**src/rtl/mem_arbiter_rr_if.sv**
```systemverilog
// Client-side and memory-side bus bundle for the N-client cacheline arbiter.
// master = clients plus physical memory (the environment), slave = the arbiter.
interface mem_arbiter_rr_if #(
   parameter int unsigned N_CLIENTS = 3,
   parameter int unsigned S_LINE    = 256,
   parameter int unsigned IDW       = 2
);
   logic [N_CLIENTS-1:0]        mem_read;
   logic [N_CLIENTS-1:0]        mem_write;
   logic [N_CLIENTS*32-1:0]     mem_addr;
   logic [N_CLIENTS*S_LINE-1:0] mem_wdata;
   logic [N_CLIENTS-1:0]        mem_resp;
   logic [S_LINE-1:0]           mem_rdata;

   logic                        pmem_read;
   logic                        pmem_write;
   logic [31:0]                 pmem_addr;
   logic [S_LINE-1:0]           pmem_wdata;
   logic [S_LINE-1:0]           pmem_rdata;
   logic                        pmem_resp;

   logic                        busy;
   logic [IDW-1:0]              grant_id;

   modport master (
      output mem_read, mem_write, mem_addr, mem_wdata, pmem_rdata, pmem_resp,
      input  mem_resp, mem_rdata, pmem_read, pmem_write, pmem_addr, pmem_wdata,
             busy, grant_id
   );

   modport slave (
      input  mem_read, mem_write, mem_addr, mem_wdata, pmem_rdata, pmem_resp,
      output mem_resp, mem_rdata, pmem_read, pmem_write, pmem_addr, pmem_wdata,
             busy, grant_id
   );
endinterface

```
**src/rtl/mem_arbiter_rr.sv**
```systemverilog
// N-client cacheline memory arbiter: one transaction in flight, round-robin or
// fixed priority, all memory- and client-side outputs registered.
module mem_arbiter_rr #(
   parameter int unsigned N_CLIENTS = 3,
   parameter int unsigned S_OFFSET  = 5,
   parameter int unsigned S_LINE    = 256,
   parameter bit          RR_MODE   = 1'b1,
   parameter int unsigned IDW       = 2
) (
   input logic             clk,
   input logic             rst,
   mem_arbiter_rr_if.slave bus
);

   localparam logic [31:0] ADDR_MASK = ~((32'(1) << S_OFFSET) - 32'(1));

   typedef enum logic [1:0] {
      IDLE  = 2'd0,
      ISSUE = 2'd1,
      DONE  = 2'd2
   } state_t;

   state_t               state_q, state_d;
   logic [IDW-1:0]       rr_ptr_q, rr_ptr_d;
   logic [IDW-1:0]       grant_q, grant_d;
   logic                 op_w_q, op_w_d;
   logic [31:0]          addr_q, addr_d;
   logic [S_LINE-1:0]    wdata_q, wdata_d;
   logic [S_LINE-1:0]    rdata_q, rdata_d;
   logic [N_CLIENTS-1:0] resp_q, resp_d;
   logic                 pmem_read_q, pmem_read_d;
   logic                 pmem_write_q, pmem_write_d;
   logic                 busy_q, busy_d;

   logic [N_CLIENTS-1:0] req;
   logic [31:0]          addr_arr  [N_CLIENTS];
   logic [S_LINE-1:0]    wdata_arr [N_CLIENTS];
   logic [IDW-1:0]       win;
   logic                 found;

   // Unpack the flat client buses into per-client views.
   always_comb begin
      req = bus.mem_read | bus.mem_write;
      for (int i = 0; i < int'(N_CLIENTS); i++) begin
         addr_arr[i]  = bus.mem_addr[32*i +: 32];
         wdata_arr[i] = bus.mem_wdata[S_LINE*i +: S_LINE];
      end
   end

   // Winner: first requester scanning upward from the start point, with wrap.
   always_comb begin : sel_p
      int unsigned    base;
      logic [IDW-1:0] idx;
      win   = '0;
      found = 1'b0;
      base  = RR_MODE ? 32'(rr_ptr_q) : 32'd0;
      for (int unsigned k = 0; k < N_CLIENTS; k++) begin
         idx = IDW'((base + k) % N_CLIENTS);
         if (!found && req[idx]) begin
            found = 1'b1;
            win   = idx;
         end
      end
   end

   always_ff @(posedge clk or negedge rst) begin
      if (!rst) begin
         state_q      <= IDLE;
         rr_ptr_q     <= '0;
         grant_q      <= '0;
         op_w_q       <= 1'b0;
         addr_q       <= '0;
         wdata_q      <= '0;
         rdata_q      <= '0;
         resp_q       <= '0;
         pmem_read_q  <= 1'b0;
         pmem_write_q <= 1'b0;
         busy_q       <= 1'b0;
      end else begin
         state_q      <= state_d;
         rr_ptr_q     <= rr_ptr_d;
         grant_q      <= grant_d;
         op_w_q       <= op_w_d;
         addr_q       <= addr_d;
         wdata_q      <= wdata_d;
         rdata_q      <= rdata_d;
         resp_q       <= resp_d;
         pmem_read_q  <= pmem_read_d;
         pmem_write_q <= pmem_write_d;
         busy_q       <= busy_d;
      end
   end

   // Next-state logic; registered outputs are computed one cycle ahead of their state.
   always_comb begin
      state_d      = state_q;
      rr_ptr_d     = rr_ptr_q;
      grant_d      = grant_q;
      op_w_d       = op_w_q;
      addr_d       = addr_q;
      wdata_d      = wdata_q;
      rdata_d      = rdata_q;
      resp_d       = '0;
      pmem_read_d  = pmem_read_q;
      pmem_write_d = pmem_write_q;
      busy_d       = busy_q;

      unique case (state_q)
         IDLE: begin
            if (found) begin
               grant_d      = win;
               op_w_d       = bus.mem_write[win];
               addr_d       = addr_arr[win] & ADDR_MASK;
               wdata_d      = wdata_arr[win];
               pmem_read_d  = ~bus.mem_write[win];
               pmem_write_d = bus.mem_write[win];
               busy_d       = 1'b1;
               state_d      = ISSUE;
            end
         end
         ISSUE: begin
            if (bus.pmem_resp) begin
               if (!op_w_q) rdata_d = bus.pmem_rdata;
               pmem_read_d  = 1'b0;
               pmem_write_d = 1'b0;
               resp_d       = N_CLIENTS'(1) << grant_q;
               state_d      = DONE;
            end
         end
         DONE: begin
            if (RR_MODE) begin
               if (grant_q == IDW'(N_CLIENTS - 1)) rr_ptr_d = '0;
               else                                rr_ptr_d = grant_q + IDW'(1);
            end
            busy_d  = 1'b0;
            state_d = IDLE;
         end
         default: begin
            pmem_read_d  = 1'b0;
            pmem_write_d = 1'b0;
            busy_d       = 1'b0;
            state_d      = IDLE;
         end
      endcase
   end

   assign bus.mem_resp   = resp_q;
   assign bus.mem_rdata  = rdata_q;
   assign bus.pmem_read  = pmem_read_q;
   assign bus.pmem_write = pmem_write_q;
   assign bus.pmem_addr  = addr_q;
   assign bus.pmem_wdata = wdata_q;
   assign bus.busy       = busy_q;
   assign bus.grant_id   = grant_q;

endmodule
```
**src/flat_wrapper.sv**
```systemverilog
// flat-port wrapper written by rule: the top's interface ports become plain ports
module mem_arbiter_rr_flat 
#(
   parameter int unsigned N_CLIENTS = 3,
   parameter int unsigned S_OFFSET  = 5,
   parameter int unsigned S_LINE    = 256,
   parameter bit          RR_MODE   = 1'b1,
   parameter int unsigned IDW       = 2
)
  (clk, rst, bus_mem_read, bus_mem_write, bus_mem_addr, bus_mem_wdata, bus_pmem_rdata, bus_pmem_resp, bus_mem_resp, bus_mem_rdata, bus_pmem_read, bus_pmem_write, bus_pmem_addr, bus_pmem_wdata, bus_busy, bus_grant_id);
  mem_arbiter_rr_if #(.N_CLIENTS(N_CLIENTS), .S_LINE(S_LINE), .IDW(IDW)) bus_i ();
  input logic clk;
  input logic rst;
  input wire logic [$bits(bus_i.mem_read)-1:0] bus_mem_read;
  input wire logic [$bits(bus_i.mem_write)-1:0] bus_mem_write;
  input wire logic [$bits(bus_i.mem_addr)-1:0] bus_mem_addr;
  input wire logic [$bits(bus_i.mem_wdata)-1:0] bus_mem_wdata;
  input wire logic [$bits(bus_i.pmem_rdata)-1:0] bus_pmem_rdata;
  input wire logic [$bits(bus_i.pmem_resp)-1:0] bus_pmem_resp;
  output wire logic [$bits(bus_i.mem_resp)-1:0] bus_mem_resp;
  output wire logic [$bits(bus_i.mem_rdata)-1:0] bus_mem_rdata;
  output wire logic [$bits(bus_i.pmem_read)-1:0] bus_pmem_read;
  output wire logic [$bits(bus_i.pmem_write)-1:0] bus_pmem_write;
  output wire logic [$bits(bus_i.pmem_addr)-1:0] bus_pmem_addr;
  output wire logic [$bits(bus_i.pmem_wdata)-1:0] bus_pmem_wdata;
  output wire logic [$bits(bus_i.busy)-1:0] bus_busy;
  output wire logic [$bits(bus_i.grant_id)-1:0] bus_grant_id;
  assign bus_i.mem_read = bus_mem_read;
  assign bus_i.mem_write = bus_mem_write;
  assign bus_i.mem_addr = bus_mem_addr;
  assign bus_i.mem_wdata = bus_mem_wdata;
  assign bus_i.pmem_rdata = bus_pmem_rdata;
  assign bus_i.pmem_resp = bus_pmem_resp;
  assign bus_mem_resp = bus_i.mem_resp;
  assign bus_mem_rdata = bus_i.mem_rdata;
  assign bus_pmem_read = bus_i.pmem_read;
  assign bus_pmem_write = bus_i.pmem_write;
  assign bus_pmem_addr = bus_i.pmem_addr;
  assign bus_pmem_wdata = bus_i.pmem_wdata;
  assign bus_busy = bus_i.busy;
  assign bus_grant_id = bus_i.grant_id;
  mem_arbiter_rr #(.N_CLIENTS(N_CLIENTS), .S_OFFSET(S_OFFSET), .S_LINE(S_LINE), .RR_MODE(RR_MODE), .IDW(IDW)) u_core (.clk(clk), .rst(rst), .bus(bus_i));
endmodule
```
**config.mk**
```make
export PLATFORM = sky130hd
export DESIGN_NAME = mem_arbiter_rr_flat
export DESIGN_NICKNAME = d
export VERILOG_FILES = /design/src/rtl/mem_arbiter_rr_if.sv /design/src/rtl/mem_arbiter_rr.sv /design/src/flat_wrapper.sv
export SDC_FILE = /design/constraint.sdc
export NUM_CORES = 1
export LEC_CHECK = 0
export ABC_AREA = 1
export BUFFER_PORTS_ARGS = -buffer_cell sky130_fd_sc_hd__clkbuf_2
export CORE_AREA = 3 3 655 657
export CTS_CLUSTER_SIZE = 24
export DETAILED_ROUTE_END_ITERATION = 12
export DIE_AREA = 0 0 658 660
export PLACE_DENSITY_LB_ADDON = 0.25
export SYNTH_ARGS = -nofsm -noshare
export SYNTH_HDL_FRONTEND = slang
export SYNTH_SLANG_ARGS = --single-unit
```
**constraint.sdc**
```tcl
create_clock -name clk -period 3.5 [get_ports clk]
set_clock_uncertainty 0.05 [all_clocks]
set_input_delay 0.7 -clock clk [delete_from_list [all_inputs] [get_ports clk]]
set_output_delay 0.7 -clock clk [all_outputs]
set_load 0.05 [all_outputs]
```
After elaboration in Yosys (flattened, before gate mapping)
Index checks and enable logic that the tools add are counted.
Cells by class
  div/mod/pow operators: 3
  $add $sub $neg: 3
  shift operators: 1
  eq/ne operators: 5
  mux-type cells: 33
  bitwise logic cells: 6
  reduce and logical (&&, ||, !) cells: 10
  order comparisons: 5
Operators by type and width (count)
  $bmux W256 S2: 1
  $mux W256: 2
  $bmux W32 S2: 1
  $mod A32 B2 Y32 const B: 2
  $mux W32: 2
  $mod A2 B2 Y32 const B: 1
  $lt A2 B3 Y1 const B: 4
  $mux W2: 6
  $mux W1: 11
  $bmux W1 S2: 4
  $mux W3: 2
  $pmux W1 S3: 2
  $reduce_and A2 Y1: 3
  $reduce_and A3 Y1: 2
  $eq A2 B2 Y1 const B: 2
  $not A1 Y1: 4
  $pmux W2 S2: 1
  $add A2 B1 Y3 const B: 1
  $add A2 B2 Y3 const B: 1
  $ge A3 B3 Y1 const B: 1
  $not A2 Y3: 1
  $or A3 B3 Y3: 1
  $shl A1 B2 Y3 const A: 1
  $add A2 B1 Y2 const B: 1
  7 further kinds: 9
Word-level totals
  input bits: 1129
  register bits after elaboration: 552
  logic and storage cells: 77

Longest topological paths before layout
Gate-level depths: netlist of the first run.
  depth after elaboration: 15
  mapped depth: 17

Least setup slack after synthesis of the first run
No wires, ideal clock.
  path type: input to register
  from: input port bus_mem_write[0]
  to: register u_core.wdata_q[247] (netlist: u_core.bus.pmem_wdata[247])
  stages: 12
  path buffers: 3
  path slack: 1.384 ns
  library setup time: 0.125 ns
  data required time: 3.325 ns
  arrival time: 1.942 ns
  cell sequence: nor2_1 nand2_1 nand3_1 nand2_1 nand3b_1 nand2_2 buf_6 inv_4 buf_4 buf_4 nand3_1 nand3_1
Between the ends
  longest elaborated chain between the ends: 14
  elaborated cells between the ends (all ways): 22
Ends and longest elaborated chain
  start, declared: line flat_wrapper.sv:15  | input wire logic [$bits(bus_i.mem_write)-1:0] bus_mem_write;
  $or A3 B3 Y3 (*): line mem_arbiter_rr.sv:43  | req = bus.mem_read | bus.mem_write;
  $bmux W1 S2: line mem_arbiter_rr.sv:59  | if (!found && req[idx]) begin
  $mux W1 (not written as such): line mem_arbiter_rr.sv:59
  $mux W1: line mem_arbiter_rr.sv:59
  $logic_not A1 Y1: line mem_arbiter_rr.sv:59
  $logic_and A1 B1 Y1: line mem_arbiter_rr.sv:59
  $mux W1: line mem_arbiter_rr.sv:59
  $logic_not A1 Y1: line mem_arbiter_rr.sv:59
  $logic_and A1 B1 Y1: line mem_arbiter_rr.sv:59
  $mux W2: line mem_arbiter_rr.sv:59
  $not A2 Y3 (not written as such): line mem_arbiter_rr.sv:114  | wdata_d = wdata_arr[win];
  $bmux W256 S2: line mem_arbiter_rr.sv:114
  $mux W256 (not written as such) (2 in a row): line mem_arbiter_rr.sv:114
  end signal, assigned: line mem_arbiter_rr.sv:85  | wdata_q <= wdata_d;
  end, declared: line mem_arbiter_rr.sv:28  | logic [S_LINE-1:0] wdata_q, wdata_d;
Mark *: on every way between the ends. The rest lies on a longest branch, timed or not. The select of a mux whose other input is x is not followed.
A chain may end at the register's enable or synchronous reset.

Final worst setup path of the first run
  from: register u_core.rr_ptr_q[0]
  to: register u_core.wdata_q[177] (netlist: u_core.bus.pmem_wdata[177])
Between the ends
  longest elaborated chain between the ends: 14
  elaborated cells between the ends (all ways): 26
Ends and longest elaborated chain
  start, declared: line mem_arbiter_rr.sv:24  | logic [IDW-1:0] rr_ptr_q, rr_ptr_d;
  start signal, assigned: line mem_arbiter_rr.sv:81  | rr_ptr_q <= rr_ptr_d;
  branches (longest 14 deep; another with $mod A32 B2 Y32)
Several ways; the timed one is not identified. The select of a mux whose other input is x is not followed.

==> results.md, run 1 <==
* Status: finished clean
* Area after DPL at 43800 µm²
* Clock transition at the registers of the reported paths at 0.06 ns
* Gr ovfl total at 0
* Hold Crit Class: in2reg
* Sequential area share after synthesis at between 40% and 50%
* Commonest cells post-synth: nand3_1, nand2_1, dfrtp_1
* Root buffer cell: clkbuf_16
* Synth area leaders: dfrtp_1, nand3_1, mux2_2, nand2_1, nand3b_1
* Synth-to-Final Area Change at 78.4%
* Initial antenna violation count at 288
* Ports at about 1700
* Hold Violations, Final at 0
* Switch Pwr at 37000 µW
* Worst slew margin at 38.5%
* Filler instances at 49443
* Yosys cell types at 26
* Total GRT Usage at 14.4%
* Initial Util at 6.61%
* Clk sinks at between 500 and 600
* Die footprint at 434000 µm²
* Sw Share at 59.9%
* Sequential cell fraction of total power at 19.2%
* Nets@finish at 6169
* # port buffers at 1660
* Largest net degree at the start of global routing at 122
* Slew Limit Fails at 0
* Post-DR vias/cell at about 3.0
* Die extent in y at approximately 660 µm
* Setup TNS Final at 0 ns
* Initial DRC count at 1952
* Routed Antenna Nets at 0
* Ys async rst share at 100%
* DP HPWL at approximately 280000 µm
* Yosys warning count at 0
* Startpoint types: flip-flop
* Vias in the first global route at 32673
* Leakage at 0.0235 µW
* Core Region at between 400000 and 500000 µm²
* CTS Buffer Depth at 4
* Final period util at 88.0%
* Int Pwr at 24800 µW
* Fin crit period at approximately 3 ns
* Routed via count at 32194
* DRC at 0
* Synth Flop Type: dfrtp_1
* Crit end category: flip-flop
* Crit path required time at 4.15 ns
* Global-route wire length before repair at approximately 400000 µm
* Share of layout cells above drive strength 1 at 42.9%
* CTS tree: built
* Logic gate share of total power at 64.9%
* Critical Path AT at roughly 3.7 ns
* Clock power share at 15.9%
* DIE WIDTH at 658 µm
* Fmax at around 0.32 GHz
* Final setup viols at 0
* Worst slew pin tran at 0.926 ns
* Post-Syn Instances at 3132
* Crit Path Category: reg2reg
* Post-synth top area cell: dfrtp_1
* Clock latency on the worst-skew pair at 0.80 ns
* CTS buffer count at 91
* Final Util at 11.8%
* GP Congestion at 0.894
* Max Cap Violations at 0
* Wirelength per Cell at 29.9 µm
* Maximum vdd drop at 0.666 mV
* Netlist Area Pre-Place at ~28000 µm²
* Pre-antenna DRT Iters at 6
* Cell Rows at between 200 and 250
* EDFF count, synth at 0
* Flops & latches, synth at 552
* Yosys top cell area share at between 40% and 50%
* Most frequent cell after synthesis: nand3_1
* Routed WL at 324000 µm
* RSZ-0062 raised after global routing: false
* Post-layout instance area at 50000 µm²
* H-Tree Depth at 3
* Worst Path Max Fanout at 40
* Avg Cell Area, Syn at 8.94 µm²
* PD cells at around 1200 nW/µm²
==> metrics by stage <==
stage | hold WS [ns] | instances | power (µW) | setup slack, ns
6_report | 0.0757 | 10827 | 61800 | 0.421
5_1_grt | 0.0149 | 10794 | 65600 | 0.184
4_1_cts | 0.000321 | 10763 | 63800 | 0.436
3_5_place_dp | 0.433 | 10318 | 53000 | 0.272
3_3_place_gp | 0.433 | 10318 | 53200 | 0.260
2_1_floorplan | 0.354 | 3136 | 34000 | 1.38
==> per-layer routing <==
layer  vias to the layer above  global-route usage [%]  wire length, µm
li1                      14328                       -                -
met1                     15650                    15.9           123000
met2                      1547                    23.1           147000
met3                       493                    9.50            46700
met4                       176                    2.66             6910
met5                         -                       0             1160
==> power groups by stage <==
stage | Clock, µW | Sequential, µW | Combinational (µW)
4_1_cts | 10300 | 11900 | 41700
3_3_place_gp | 0 | 11900 | 41300
5_1_grt | 10500 | 12200 | 42900
2_1_floorplan | 0 | 22600 | 11400
6_report | 9850 | 11800 | 40100
3_5_place_dp | 0 | 11900 | 41100
==> critical path, cell delays in order (launching register included) <==
cell	delay [ns]
dfrtp_1	0.35
inv_1	0.07
ha_1	0.36
inv_2	0.08
nand2_1	0.09
nand2_1	0.06
nand2_1	0.06
nand2_1	0.15
nand3b_1	0.24
nand2_8	0.17
nor2_4	0.25
buf_12	0.25
buf_12	0.25
nand3_1	0.30
nand3_1	0.14
==> path summary, 6_finish.rpt <==
path | start | slack [ns] | to | cells past startpoint
max in group asynchronous | rst | 1.93 | u_core.bus.mem_rdata[158] | 3
min in group asynchronous | rst | 0.36 | u_core.bus.pmem_wdata[146] | 2
hold reg to reg | u_core.bus.pmem_wdata[87] | 0.44 | u_core.bus.pmem_wdata[87] | 2
hold / removal | bus_pmem_rdata[84] | 0.08 | u_core.bus.mem_rdata[84] | 2
setup / recovery | u_core.rr_ptr_q[0] | 0.42 | u_core.bus.pmem_wdata[177] | 14
setup reg to reg | u_core.rr_ptr_q[0] | 0.42 | u_core.bus.pmem_wdata[177] | 14
==> state kept, by name, indices dropped and copies added (netlist names) <==
| signal | flops |
|---|---|
| u_core.bus.mem_rdata | 256 |
| u_core.bus.pmem_wdata | 256 |
| u_core.bus.pmem_addr | 27 |
| u_core.bus.mem_resp | 3 |
| u_core.bus.grant_id | 2 |
| u_core.rr_ptr_q | 2 |
| u_core.state_q | 2 |
| u_core.bus.busy | 1 |
| u_core.bus.pmem_read | 1 |
| u_core.bus.pmem_write | 1 |
| u_core.op_w_q | 1 |
==> cells in the final DEF (no fill, tap or decap), types with 2 or more instances in the layout <==
cell	count
mux2_2	256
nand3b_1	285
a21oi_1	2
dlygate4sd3_1	289
clkbuf_2	1659
clkbuf_1	9
buf_12	64
ha_1	3
o21ai_0	5
inv_1	296
o21ai_1	3
clkbuf_8	18
nor2_1	7
nand2_8	3
nor2_2	2
nor3_1	4
bufinv_16	11
diode_2	64
conb_1	5
clkinv_4	2
clkinv_2	15
inv_6	3
nand4_1	2
inv_2	2
clkinv_8	2
nand2_4	2
buf_4	47
nand2_1	588
clkbuf_16	92
dfrtp_1	552
nand3_1	862
clkinvlp_4	5
==> cell type report <==
cell class	instances	area [µm²]	area share, %
clock buffers	119	2580	5.17
inverters	299	1130	2.27
clock inverters	37	503	1.01
well taps	5663	7090	14.2
flip-flops and latches	552	13800	27.6
diodes	64	160	0.320
multi-input cells	2033	11800	23.7
repair buffers	2060	12800	25.7
==> what timing repair did <==
item / 4_1_cts / 5_1_grt
endpoints found under the hold margin: 314 / 0
hold buffers: 289 / 0
resized for setup: 0 / 0
setup buffers: 0 / 0
==> cells by family (layout without fill, tap and decap cells) <==
logic type / count (synthesis) / in the layout / share of synthesized area [%]
mux: 256 / 256 / 10.3
simple gates: 1758 / 1758 / 31.4
other cells: 1 / 69 / 0.0134
buf+inv: 551 / 2515 / 8.65
fa+ha+maj: 3 / 3 / 0.134
flops: 552 / 552 / 49.3
compound gates: 11 / 11 / 0.201
(Power assumes the default switching activity.)
==> inputs of run 2 (changes only) <==
--- a/config.mk
+++ b/config.mk
@@ -7,10 +7,10 @@
 export LEC_CHECK = 0
 export ABC_AREA = 1
 export BUFFER_PORTS_ARGS = -buffer_cell sky130_fd_sc_hd__clkbuf_2
-export CORE_AREA = 3 3 655 657
+export CORE_AREA = 3 3 645 647
 export CTS_CLUSTER_SIZE = 24
 export DETAILED_ROUTE_END_ITERATION = 12
-export DIE_AREA = 0 0 658 660
+export DIE_AREA = 0 0 648 650
 export PLACE_DENSITY_LB_ADDON = 0.25
 export SYNTH_ARGS = -nofsm -noshare
 export SYNTH_HDL_FRONTEND = slang
==> results.md, run 2 (same netlist as run 1, synthesis figures left out) <==
* Core Region at 410000 µm² (-3.1%)
* Pre-antenna DRT Iters at 10 (+4)
* Hold Crit Depth at 2 (unchanged)
* Grt met3 use at 9.54% (+0.042 points)
* CTS tree: built
* Hold Crit Class: in2reg
* Status: finished clean
* # port buffers at 1660 (unchanged)
* Busiest grt layer: met2
* Post-DR vias/cell at 3.05 (+2.5%)
* GP Congestion at 0.907 (+1.4%)
* PD cells at 1240 nW/µm² (+0.34%)
* Total GRT Usage at 14.8% (+0.46 points)
* Routed via count at 32446 (+0.78%)
* Initial Util at 6.83% (+0.21 points)
* Synth-to-Final Area Change at 77.3%
* RSZ-0062 raised after global routing: false
* Post_cts resized at 0 (unchanged)
* Die extent in y at 650 µm (-1.5%)
* CTS buffer count at 88 (-3.3%)
* Initial antenna violation count at 286 (-0.69%)
* Post-layout instance area at 49600 µm² (-0.67%)
* Crit end category: flip-flop
* Fin crit period at 3.17 ns (+0.0870 ns)
* Most common cell after layout, fill and taps aside: clkbuf_2
* Critical Path AT at 3.86 ns (+0.13 ns)
* Global-route wire length before repair at 396000 µm (-0.17%)
* CTS Buffer Depth at 4 (unchanged)
* R2R cell count at 14 (unchanged)
* Hold Violations, Final at 0 (unchanged)
* H-Tree Depth at 3 (unchanged)
* Sw Share at 60.4% (+0.45 points)
* Die footprint at 421000 µm² (-3.0%)
* Vias in the first global route at 32483 (-0.58%)
* Root buffer cell: clkbuf_16
* Sequential cell fraction of total power at 19.1% (about the same)
* Fmax at 0.316 GHz (-2.7%)
* Setup TNS Final at 0 ns (unchanged)
* Worst slew margin at 21.6% (-17 points)
* Cell Rows at 235 (-1.7%)
* Wirelength per Cell at 30.5 µm (+1.8%)
* Nets@finish at 6183 (+0.23%)
* Most frequent cells in the layout: clkbuf_2, nand3_1, nand2_1, dfrtp_1, inv_1
* M1 GR Usage at 16.6% (+0.64 points)
* Initial DRC count at 2278 (+17%)
* Ports at 1681 (unchanged)
* DIE WIDTH at 648 µm (-1.5%)
* Routed WL at 324000 µm (+0.11%)
* Final setup viols at 0 (unchanged)
* Gr ovfl total at 0 (unchanged)
* Setup Fix Bufs, Post-CTS at 0 (unchanged)
* Int Pwr at 24400 µW (-1.5%)
* DRC at 0 (unchanged)
* Leakage at 0.0235 µW (-0.22%)
* Crit Path Category: reg2reg
* DP HPWL at 283000 µm (-0.33%)
* Clock transition at the registers of the reported paths at 0.06 ns (about the same)
* Clock power share at 15.3% (-0.6 points)
* Startpoint types: flip-flop
* Crit path required time at 4.20 ns (+0.05 ns)
* Max Cap Violations at 0 (unchanged)
* Final period util at 90.4% (+2.5 points)
* Logic gate share of total power at 65.6% (+0.7 points)
* Share of layout cells above drive strength 1 at 42.9% (about the same)
* Area after DPL at 43600 µm² (-0.56%)
* Slew Limit Fails at 0 (unchanged)
* Met2 usage at 23.7% (+0.66 points)
* Worst Path Max Fanout at 46 (+15%)
* Largest net degree at the start of global routing at 115 (-5.7%)
* Clk sinks at 552 (unchanged)
* Worst slew pin tran at 1.18 ns (+0.249 ns)
* Clock latency on the worst-skew pair at 0.77 ns (-0.03 ns)
* Switch Pwr at 37200 µW (+0.43%)
* Maximum vdd drop at 0.533 mV (-20%)
* Routed Antenna Nets at 0 (unchanged)
run 2: cell types whose count changed in the layout (fill, tap and decap cells not counted), moves of 2 or more:
| cell | before | now |
|---|---|---|
| buf_4 | 47 | 71 |
| diode_2 | 64 | 80 |
| buf_12 | 64 | 56 |
| clkbuf_1 | 9 | 16 |
| bufinv_16 | 11 | 8 |
| clkbuf_16 | 92 | 89 |
| clkbuf_8 | 18 | 15 |
| clkinv_16 | 0 | 2 |
| clkinv_2 | 15 | 13 |
run 2: cell type report:
type	count	area, µm²
diodes	80	200
inverters	299	1130
multi-input cells	2033	11800
fillers	47740	361000
flip-flops and latches	552	13800
clock inverters	34	455
clock buffers	120	2490
well taps	5451	6820
repair buffers	2077	12900
run 2: what timing repair did:
item                                    CTS  global route
hold buffers                            290             0
endpoints found under the setup margin    0             0
endpoints found under the hold margin   303             0
run 2: power by group through the flow:
stage                     sequential (µW)  clock, µW  combinational, µW
after global routing                12200      10000              43100
after detailed placement            11900          0              41400
after floorplan                     22600          0              11400
after global placement              11800          0              41700
after CTS                           11800       9900              42100
final                               11800       9450              40400
run 2: stage by stage:
step                      hold WS (ns)  total power [µW]  cells  utilization [%]  setup slack, ns
after floorplan                  0.354             34000   3136                -             1.38
after global placement           0.433             53500  10122             10.6            0.223
after detailed placement         0.431             53300  10122             10.6            0.266
after CTS                     0.000192             63700  10566             12.1            0.262
after global routing            0.0257             65300  10603             12.1           0.0353
final                           0.0841             61600  10646             12.1            0.334
run 2: per-layer routing:
metal  vias up  wire [µm]  share of wire [%]
met2      1585     147000                 45
li1      14389          -                  -
met3       494      46700                 14
met5         -       1320               0.41
met4       208       6370                2.0
met1     15770     123000                 38
run 2: final timing paths:
kind	startpoint	slack (ns)	end
max in group asynchronous	rst	2.09	u_core.bus.mem_rdata[97]
min in group asynchronous	rst	0.43	u_core.bus.pmem_wdata[69]
setup / recovery	u_core.rr_ptr_q[0]	0.33	u_core.bus.pmem_wdata[12]
hold reg to reg	u_core.bus.pmem_wdata[194]	0.45	u_core.bus.pmem_wdata[194]
setup reg to reg	u_core.rr_ptr_q[0]	0.33	u_core.bus.pmem_wdata[12]
hold / removal	bus_pmem_rdata[51]	0.08	u_core.bus.mem_rdata[51]
run 2: critical path, stage by stage (launching register included):
cell	delay, ns
dfrtp_1	0.35
inv_1	0.07
ha_1	0.36
inv_2	0.11
nand2_1	0.07
nand2_1	0.07
nand2_1	0.06
nand2_1	0.16
nand3b_1	0.21
nand2_8	0.18
clkinv_8	0.28
buf_12	0.32
nand3_1	0.11
nand3_1	0.08
dlygate4sd3_1	0.56
==> inputs of run 3 (changes only) <==
--- a/config.mk
+++ b/config.mk
@@ -7,10 +7,12 @@
 export LEC_CHECK = 0
 export ABC_AREA = 1
 export BUFFER_PORTS_ARGS = -buffer_cell sky130_fd_sc_hd__clkbuf_2
-export CORE_AREA = 3 3 645 647
+export CELL_PAD_IN_SITES_DETAIL_PLACEMENT = 1
+export CELL_PAD_IN_SITES_GLOBAL_PLACEMENT = 2
+export CORE_AREA = 3 3 646 648
 export CTS_CLUSTER_SIZE = 24
 export DETAILED_ROUTE_END_ITERATION = 12
-export DIE_AREA = 0 0 648 650
+export DIE_AREA = 0 0 649 651
 export PLACE_DENSITY_LB_ADDON = 0.25
 export SYNTH_ARGS = -nofsm -noshare
 export SYNTH_HDL_FRONTEND = slang
==> results.md, run 3 (same netlist as run 1, synthesis figures left out) <==
* Setup Fix Bufs, Post-CTS at 0 (unchanged)
* Hold_buf cts at 347 (+20%)
* Filler instances at 49068 (+2.8%)
* CP max stage cell: ha_1
* H-Tree Depth at 3 (unchanged)
* Max Cap Violations at 0 (unchanged)
* PD cells at 1250 nW/µm² (+0.44%)
* Root buffer cell: clkbuf_16
* Routed via count at 32671 (+0.69%)
* Initial DRC count at 1500 (-34%)
* Critical Path AT at 3.69 ns (-0.17 ns)
* DIE WIDTH at 649 µm (+0.15%)
* Hold Violations, Final at 0 (unchanged)
* DRC at 0 (unchanged)
* Crit path required time at 4.15 ns (-0.05 ns)
* Total GRT Usage at 14.9% (+0.081 points)
* # port buffers at 1660 (unchanged)
* Fmax at 0.329 GHz (+4.3%)
* Most common cell after layout, fill and taps aside: clkbuf_2
* Startpoint types: flip-flop
* Post_cts resized at 0 (unchanged)
* Routed Antenna Nets at 0 (unchanged)
* Share of layout cells above drive strength 1 at 42.7% (-0.17 points)
* Most frequent cells in the layout: clkbuf_2, nand3_1, nand2_1, dfrtp_1, dlygate4sd3_1
* Final Util at 12.2% (+0.13 points)
* Post-DR vias/cell at 3.05 (about the same)
* Clk sinks at 552 (unchanged)
* Synth-to-Final Area Change at 80.2%
* Fin crit period at 3.04 ns (-0.130 ns)
* Cell mode on critical path: nand2_1
* Nets@finish at 6270 (+1.4%)
* Worst slew margin at 46.8% (+25 points)
* CTS buffer count at 96 (+9.1%)
* Crit Path Category: reg2reg
* Hold Crit Class: in2reg
* Die footprint at 422000 µm² (+0.31%)
* Crit end category: flip-flop
* Global-route wire length before repair at 412000 µm (+3.9%)
* Routed WL at 325000 µm (+0.14%)
* Vias in the first global route at 36050 (+11%)
* Status: finished clean
* RSZ-0062 raised after global routing: false
* Area of the multi-input gates at 11800 µm² (unchanged)
* Clock latency on the worst-skew pair at 0.78 ns (about the same)
* Setup TNS Final at 0 ns (unchanged)
* Initial antenna violation count at 166 (-42%)
* Slew Limit Fails at 0 (unchanged)
* Register area at 13800 µm² (unchanged)
* Worst Path Max Fanout at 85 (+85%)
* Final period util at 86.7% (-3.7 points)
* Clock transition at the registers of the reported paths at 0.06 ns (about the same)
* CTS tree: built
* Crit-path cells: inv_1, ha_1, inv_2, nand2_1, nand2_1, nand2_1, nand2_1, nand3b_1, nand2_8, clkinv_8, buf_12, nand3_1, nand3_1
* Cell Rows at 236 (+0.43%)
* Ports at 1681 (unchanged)
* Wirelength per Cell at 30.3 µm (-0.62%)
* Gr ovfl total at 0 (unchanged)
* DP HPWL at 279000 µm (-1.5%)
* Largest net degree at the start of global routing at 91 (-21%)
* CTS Buffer Depth at 4 (unchanged)
* CP max stage delay at 0.39 ns (-0.17 ns)
* Worst slew pin tran at 0.802 ns (-0.373 ns)
* Initial Util at 6.79% (-0.039 points)
* Die extent in y at 651 µm (+0.15%)
* Pre-antenna DRT Iters at 5 (-5)
* GP Congestion at 0.900 (-0.74%)
* Maximum vdd drop at 0.439 mV (-18%)
* Core Region at 413000 µm² (+0.57%)
* Final setup viols at 0 (unchanged)
* Leakage at 0.0239 µW (+1.8%)
run 3: worst paths after layout:
kind | startpoint | slack [ns] | cells past startpoint | end
worst max-delay path | u_core.rr_ptr_q[0] | 0.46 | 13 | u_core.bus.pmem_wdata[224]
worst max register to register | u_core.rr_ptr_q[0] | 0.46 | 13 | u_core.bus.pmem_wdata[224]
min in group asynchronous | rst | 0.47 | 2 | u_core.bus.pmem_wdata[46]
worst min register to register | u_core.bus.grant_id[1] | 0.44 | 1 | u_core.bus.mem_resp[0]
max in group asynchronous | rst | 1.83 | 3 | u_core.bus.mem_rdata[82]
worst min-delay path | bus_mem_wdata[688] | 0.12 | 3 | u_core.bus.pmem_wdata[176]
run 3: stage by stage:
| step | power [µW] | instances | hold WS [ns] | setup WS (ns) | area, µm² |
|---|---|---|---|---|---|
| global placement | 54400 | 10167 | 0.434 | 0.242 | 43700 |
| finish | 62900 | 10728 | 0.117 | 0.465 | 50500 |
| floorplan | 34000 | 3136 | 0.354 | 1.38 | 28000 |
| detailed placement | 54400 | 10167 | 0.435 | 0.229 | 43700 |
| CTS | 65600 | 10687 | 0.000112 | 0.373 | 50400 |
| global route | 67300 | 10703 | 0.0433 | 0.181 | 50400 |
run 3: final cells by class:
type                       count  area share (%)
clock buffer                 137            5.40
tap                         5474            13.6
inverter                     299            2.25
antenna                       41           0.203
clock inverter                36           0.833
timing repair buffer        2156            26.9
multi-input combinational   2033            23.5
sequential                   552            27.4
run 3: critical path: cells and delay by family (launching register included):
kind	cells	cell delay, ns
fa+ha+maj	1	0.39
buf+inv	4	0.73
flops	1	0.35
simple gates	8	1.35
run 3: power by group:
group | internal [µW] | total (µW) | switching [µW]
Sequential | 9800 | 12100 | 2300
Clock | 5980 | 10100 | 4100
Combinational | 9390 | 40700 | 31300
Total | 25200 | 62900 | 37700
run 3: layer usage:
| metal | vias to the layer above | global-route usage, % | routed length, µm |
|---|---|---|---|
| li1 | 14504 | - | - |
| met1 | 16505 | 17.7 | 133000 |
| met2 | 1254 | 25.7 | 157000 |
| met3 | 344 | 5.64 | 27500 |
| met4 | 64 | 2.65 | 6300 |
| met5 | - | 0 | 398 |
